--- config.mk ---
export PLATFORM = sky130hd
export DESIGN_NAME = player_ctrl
export DESIGN_NICKNAME = d
export VERILOG_FILES = /design/src/rtl/player_pkg.sv /design/src/rtl/rise_detect.sv /design/src/rtl/player_ctrl.sv
export SDC_FILE = /design/constraint.sdc
export NUM_CORES = 1
export LEC_CHECK = 0
export BUFFER_PORTS_ARGS = -buffer_cell sky130_fd_sc_hd__buf_2
export CAP_MARGIN = 10
export CORE_UTILIZATION = 45
export DETAILED_ROUTE_END_ITERATION = 6
export GPL_TIMING_DRIVEN = 0
export PLACE_DENSITY_LB_ADDON = 0.25
export SKIP_CTS_REPAIR_TIMING = 1
export SKIP_LAST_GASP = 1
export SYNTH_ARGS = -nofsm -noshare
export SYNTH_HDL_FRONTEND = slang
export SYNTH_SLANG_ARGS = --single-unit
--- constraint.sdc ---
create_clock -name Clk -period 14.9 [get_ports Clk]
set_input_delay 3.725 -clock Clk [delete_from_list [all_inputs] [get_ports Clk]]
set_output_delay 3.725 -clock Clk [all_outputs]
set_load 0.03 [all_outputs]
--- src/rtl/player_pkg.sv ---
// Shared constants and types for the player controller.
package player_pkg;

    localparam logic [7:0] KEY_LEFT  = 8'd80;
    localparam logic [7:0] KEY_RIGHT = 8'd79;
    localparam logic [7:0] KEY_FIRE  = 8'd44;

    localparam int SHAPE_CIRCLE = 0;
    localparam int SHAPE_SQUARE = 1;

    typedef enum logic [1:0] {
        ST_IDLE  = 2'd0,
        ST_LEFT  = 2'd1,
        ST_RIGHT = 2'd2
    } player_state_t;

endpackage

--- src/rtl/rise_detect.sv ---
// Registered rising-edge detector; RESET_VAL sets the assumed previous level,
// so a level already high when reset releases is not reported as an edge.
module rise_detect #(
    parameter logic RESET_VAL = 1'b0
) (
    input  logic Clk,
    input  logic Reset,
    input  logic sig,
    output logic rise
);

    logic sig_d;

    always_ff @(posedge Clk) begin
        if (Reset) begin
            sig_d <= RESET_VAL;
            rise  <= 1'b0;
        end else begin
            sig_d <= sig;
            rise  <= sig & ~sig_d;
        end
    end

endmodule

--- src/rtl/player_ctrl.sv ---
// Player controller: frame-rate movement with wall clamp, fire cooldown and
// circle/square hit shape. Define PLAYER_ACCEL_EN to build the speed ramp.
//
// state    | meaning
// ST_IDLE  | no movement key held, speed 0
// ST_LEFT  | moving toward X_MIN
// ST_RIGHT | moving toward X_MAX
module player_ctrl
    import player_pkg::*;
#(
    parameter int X_CENTER      = 320,
    parameter int Y_POS         = 450,
    parameter int X_MIN         = 0,
    parameter int X_MAX         = 639,
    parameter int X_STEP        = 3,
    parameter int SIZE          = 4,
    parameter int SHAPE         = 0,
    parameter int ACCEL_FRAMES  = 4,
    parameter int FIRE_COOLDOWN = 15
) (
    input  logic       Clk,
    input  logic       Reset,
    input  logic       frame_clk,
    input  logic [7:0] keycode,
    input  logic [9:0] DrawX,
    input  logic [9:0] DrawY,
    output logic [9:0] player_X_Pos,
    output logic [9:0] player_Y_Pos,
    output logic       is_player,
    output logic       fire,
    output logic       moving
);

    localparam logic signed [10:0] POS_LO  = 11'(X_MIN + SIZE);
    localparam logic signed [10:0] POS_HI  = 11'(X_MAX - SIZE);
    localparam logic [3:0]         STEP    = 4'(X_STEP);
    localparam logic [7:0]         CD_LOAD = 8'(FIRE_COOLDOWN);

    logic                frame_tick;
    player_state_t       state;
    player_state_t       nxt_state;
    logic [3:0]          nxt_speed;
    logic [7:0]          cooldown;
    logic signed [10:0]  cur_pos;
    logic signed [10:0]  sum_pos;
    logic signed [10:0]  nxt_pos;

`ifdef PLAYER_ACCEL_EN
    localparam logic [7:0] ACCEL_RELOAD = 8'(ACCEL_FRAMES - 1);
    logic [3:0] speed;
    logic [7:0] accel_cnt;
    logic [7:0] nxt_accel;
`endif

    rise_detect #(.RESET_VAL(1'b1)) u_frame_rise (
        .Clk   (Clk),
        .Reset (Reset),
        .sig   (frame_clk),
        .rise  (frame_tick)
    );

    always_comb begin
        nxt_state = ST_IDLE;
        if (keycode == KEY_LEFT)
            nxt_state = ST_LEFT;
        else if (keycode == KEY_RIGHT)
            nxt_state = ST_RIGHT;

`ifdef PLAYER_ACCEL_EN
        // accel_cnt counts down the frames left before the next speed step
        nxt_accel = ACCEL_RELOAD;
        if (nxt_state == ST_IDLE)
            nxt_speed = 4'd0;
        else if (nxt_state != state)
            nxt_speed = 4'd1;
        else if (accel_cnt == 8'd0)
            nxt_speed = (speed >= STEP) ? STEP : speed + 4'd1;
        else begin
            nxt_speed = speed;
            nxt_accel = accel_cnt - 8'd1;
        end
`else
        nxt_speed = (nxt_state == ST_IDLE) ? 4'd0 : STEP;
`endif

        cur_pos = signed'({1'b0, player_X_Pos});
        sum_pos = cur_pos;
        if (nxt_state == ST_LEFT)
            sum_pos = cur_pos - signed'({7'd0, nxt_speed});
        else if (nxt_state == ST_RIGHT)
            sum_pos = cur_pos + signed'({7'd0, nxt_speed});

        nxt_pos = sum_pos;
        if (sum_pos < POS_LO)
            nxt_pos = POS_LO;
        else if (sum_pos > POS_HI)
            nxt_pos = POS_HI;
    end

    always_ff @(posedge Clk) begin
        if (Reset) begin
            state        <= ST_IDLE;
            player_X_Pos <= 10'(X_CENTER);
            cooldown     <= 8'd0;
            fire         <= 1'b0;
            moving       <= 1'b0;
`ifdef PLAYER_ACCEL_EN
            speed        <= 4'd0;
            accel_cnt    <= ACCEL_RELOAD;
`endif
        end else begin
            fire <= 1'b0;
            if (frame_tick) begin
                state        <= nxt_state;
                player_X_Pos <= nxt_pos[9:0];
                moving       <= (nxt_state != ST_IDLE);
`ifdef PLAYER_ACCEL_EN
                speed        <= nxt_speed;
                accel_cnt    <= nxt_accel;
`endif
                if (keycode == KEY_FIRE && cooldown == 8'd0) begin
                    fire     <= 1'b1;
                    cooldown <= CD_LOAD;
                end else if (cooldown != 8'd0) begin
                    cooldown <= cooldown - 8'd1;
                end
            end
        end
    end

    assign player_Y_Pos = 10'(Y_POS);

    logic signed [10:0] dist_x, dist_y, abs_x, abs_y;
    logic signed [21:0] dx_w, dy_w, dist_sq;

    // Signed distances keep pixels left of column 0 from wrapping into range
    always_comb begin
        dist_x  = signed'({1'b0, DrawX}) - signed'({1'b0, player_X_Pos});
        dist_y  = signed'({1'b0, DrawY}) - signed'({1'b0, player_Y_Pos});
        abs_x   = (dist_x < 0) ? -dist_x : dist_x;
        abs_y   = (dist_y < 0) ? -dist_y : dist_y;
        dx_w    = 22'(dist_x);
        dy_w    = 22'(dist_y);
        dist_sq = dx_w * dx_w + dy_w * dy_w;
        if (SHAPE == SHAPE_SQUARE)
            is_player = (abs_x <= 11'(SIZE)) && (abs_y <= 11'(SIZE));
        else
            is_player = (dist_sq <= 22'(SIZE * SIZE));
    end

endmodule
==> impl_results.md <==
- NumNets Final: 1,682
- Rows: 56
- Die H: 157 um
- Fmax: 64.8 MHz
- Leading cell type in the layout, fill and taps excluded: inv_1
- CP dominant cell by count: fa_1
- Vias in the first global route: 8,547
- Top cell type's share of synthesized area: 44.2%
- Main combinational cell family by area after synthesis: adder cells
- Asr flop ratio synth: 0%
- DRT antenna net count: 0
- Min Tclk post-route: 15.43 ns
- Post-synthesis adder-cell area fraction: 55.3%
- Synth warn: 0
- Leading post-synthesis cells by cell area: fa_1 44%, inv_1 12%, ha_1 11%, dfxtp_1 4.1%, nor2_1 3.9%
- Initial DRC count: 374
- Final setup fails: 1
- Largest net degree at the start of global routing: 13
- Startpoint Class: input port
- Hold WC Path Type: reg2reg
- Global-route wire length before repair: 41,000 um
- Synth area leader: fa_1
- CP max stage delay: 0.53 ns
- Post-Syn Instances: 1,230
- Seq. cell area: 440 um^2
- CTS Buffer Depth: 2
- Worst Path Buf+Inv: 9
- Chip Width: 157 um
- Gr ovfl total: 0
- Fillers: 2,253
- DRC errors left: 0
- Max-slew violations: 0
- H-tree levels: 1
- Clk_skew: 0.00205 ns
- Synthesis-stage register bit count: 22
- I/O pin count: 54
- Clk_lat worst skew: 0.25 ns
- CTS tree: built
- Worst Setup Slack, final: -0.527 ns
- Clock root buffer: clkbuf_16
- Area of the multi-input gates: 9370 um^2
- Status: complete, but fails checks
- Worst-path cell with the longest stage delay: fa_1
- Starting density of the core: 46.0%
- # diodes: 0
- Syn Area/Cell: 8.80 um^2
- CP endpoint kind: output port
- Simple-Gate Fraction of Synth Area: 15.2%
- Vias per cell: 5.01
- Avg WL per Cell: 15.0 um
- Top_reg_cell synth: dfxtp_1
- Sequential-to-total area share from yosys stat: 4.07%
- Measured slew at the worst slew-check pin: 1.24 ns
- Slew margin rel.: 16.7%
- Port bufs: 42
- Global Route Usage Sum: 21.1%
- Clock sink total: 22
- Crit Path Class: in2out
- Initial DRT Pass Iterations: 5
- Synthesized area: 10,800 um^2
- Worst endpoint required time: 11.18 ns
- Share of cells above drive strength 1: 15.4%
- Cell family with most CP delay: adder cells
- Most frequent cells in the layout: 330 x inv_1, 226 x fa_1, 101 x nor2_1, 84 x ha_1, 73 x nand2_1
- Post-layout util: 52.4%
- Mux contribution to synthesized area: 0.486%
- Crit-path max FO: 8
- Failing checks: negative setup slack
- Via count: 8,189
- Worst Path Arrival: 11.70 ns
- Tcrit/Tclk final: 104%
- Post-DP HPWL: 21,200 um
- Unrepaired setup endpoints after global routing: yes
- Final Routed Wirelength: 24,400 um
- Die ar.: 24,700 um^2
- Antenna violations before repair: 0
- R2r setup slk: 11.66 ns
- Cts bufs inserted: 3
- Compound-Gate Fraction of Synth Area: 7.01%
- Netlist cell types: 73
- Synth Area in XOR/XNOR: 4.21%
- Number of synthesized flops with an enable pin: 0
- Final hold violations: 0
- CORE AREA: 23,500 um^2
- Area growth syn-to-layout: 14.1%
- Max_cap viols: 0
- Clk pin slew, worst setup/hold paths: 0.06 ns
- Routability cong.: 0.889
cell type report:
cell class,count,area share [%]
Timing Repair Buffer,75,4.27
Inverter,349,10.7
Sequential cell,22,3.57
Multi-Input combinational cell,837,75.9
Clock buffer,4,0.720
Buffer,28,1.54
Tap cell,319,3.23
path summary, 6_finish.rpt:
check                                               endpoint  depth (start not counted)                           from
worst min-delay path            u_frame_rise.rise$_SDFF_PP0_                          1  u_frame_rise.sig_d$_SDFF_PP1_
worst max-delay path                               is_player                         36                       DrawX[0]
worst max register to register  player_X_Pos[8]$_SDFFE_PP1P_                         13   player_X_Pos[0]$_SDFFE_PP0P_
worst min register to register  u_frame_rise.rise$_SDFF_PP0_                          1  u_frame_rise.sig_d$_SDFF_PP1_
Yosys cell counts (all sizes together) (3+ instances only):
library cell and instances:
o31ai 3, clkbuf 17, nand3b 6, buf 13
mux2i 3, nor4 13, or3 10, inv 347
or2 13, nor2b 7, nor2 111, fa 239
a21oi 25, ha 96, o31a 3, nor3 13
o21a 6, nor3b 9, and2 12, a21o 15
a211oi 3, nand3 9, a31oi 6, dfxtp 22
o21ai 31, nand2b 19, or4 3, or4b 4
xor2 15, nor4b 3, nand4 7, o221ai 3
xnor2 37, nand2 74
per-layer routing:
layer / GRT usage [%] / part of all wire (%) / vias up
li1: - / - / 3862
met1: 28.1 / 42 / 4108
met2: 37.7 / 51 / 195
met3: 1.76 / 4.8 / 24
met4: 3.93 / 2.2 / 0
met5: 0 / 0 / -
metrics by stage:
stage | instance area, um^2 | setup WS [ns] | cells | hold slack (ns) | TNS (ns)
final | 12300 | -0.527 | 1634 | 0.414 | -0.527
after global routing | 12300 | -0.853 | 1634 | 0.424 | -0.853
after CTS | 11800 | -1.26 | 1603 | 0.419 | -1.26
after detailed placement | 11700 | -1.24 | 1599 | 0.386 | -1.24
after global placement | 11700 | -1.24 | 1599 | 0.377 | -1.24
after floorplan | 11100 | 0.00695 | 1238 | 0.372 | 0
cells by family after synthesis:
logic type                 after synthesis
adders and majority gates              335
muxes                                    5
AOI/OAI and AO/OA                      116
buffers and inverters                  379
other                                    2
DFF                                     22
xor gates and xnor gates                52
and+or+nand+nor                        319
state kept, by name, indices dropped and copies added, names as in the netlist:
register            cells
u_frame_rise.rise       1
fire                    1
player_X_Pos           10
moving                  1
cooldown                8
u_frame_rise.sig_d      1
Power is not shown: default switching activity piles up to over one toggle a cycle in this logic, so the estimate is an artifact.
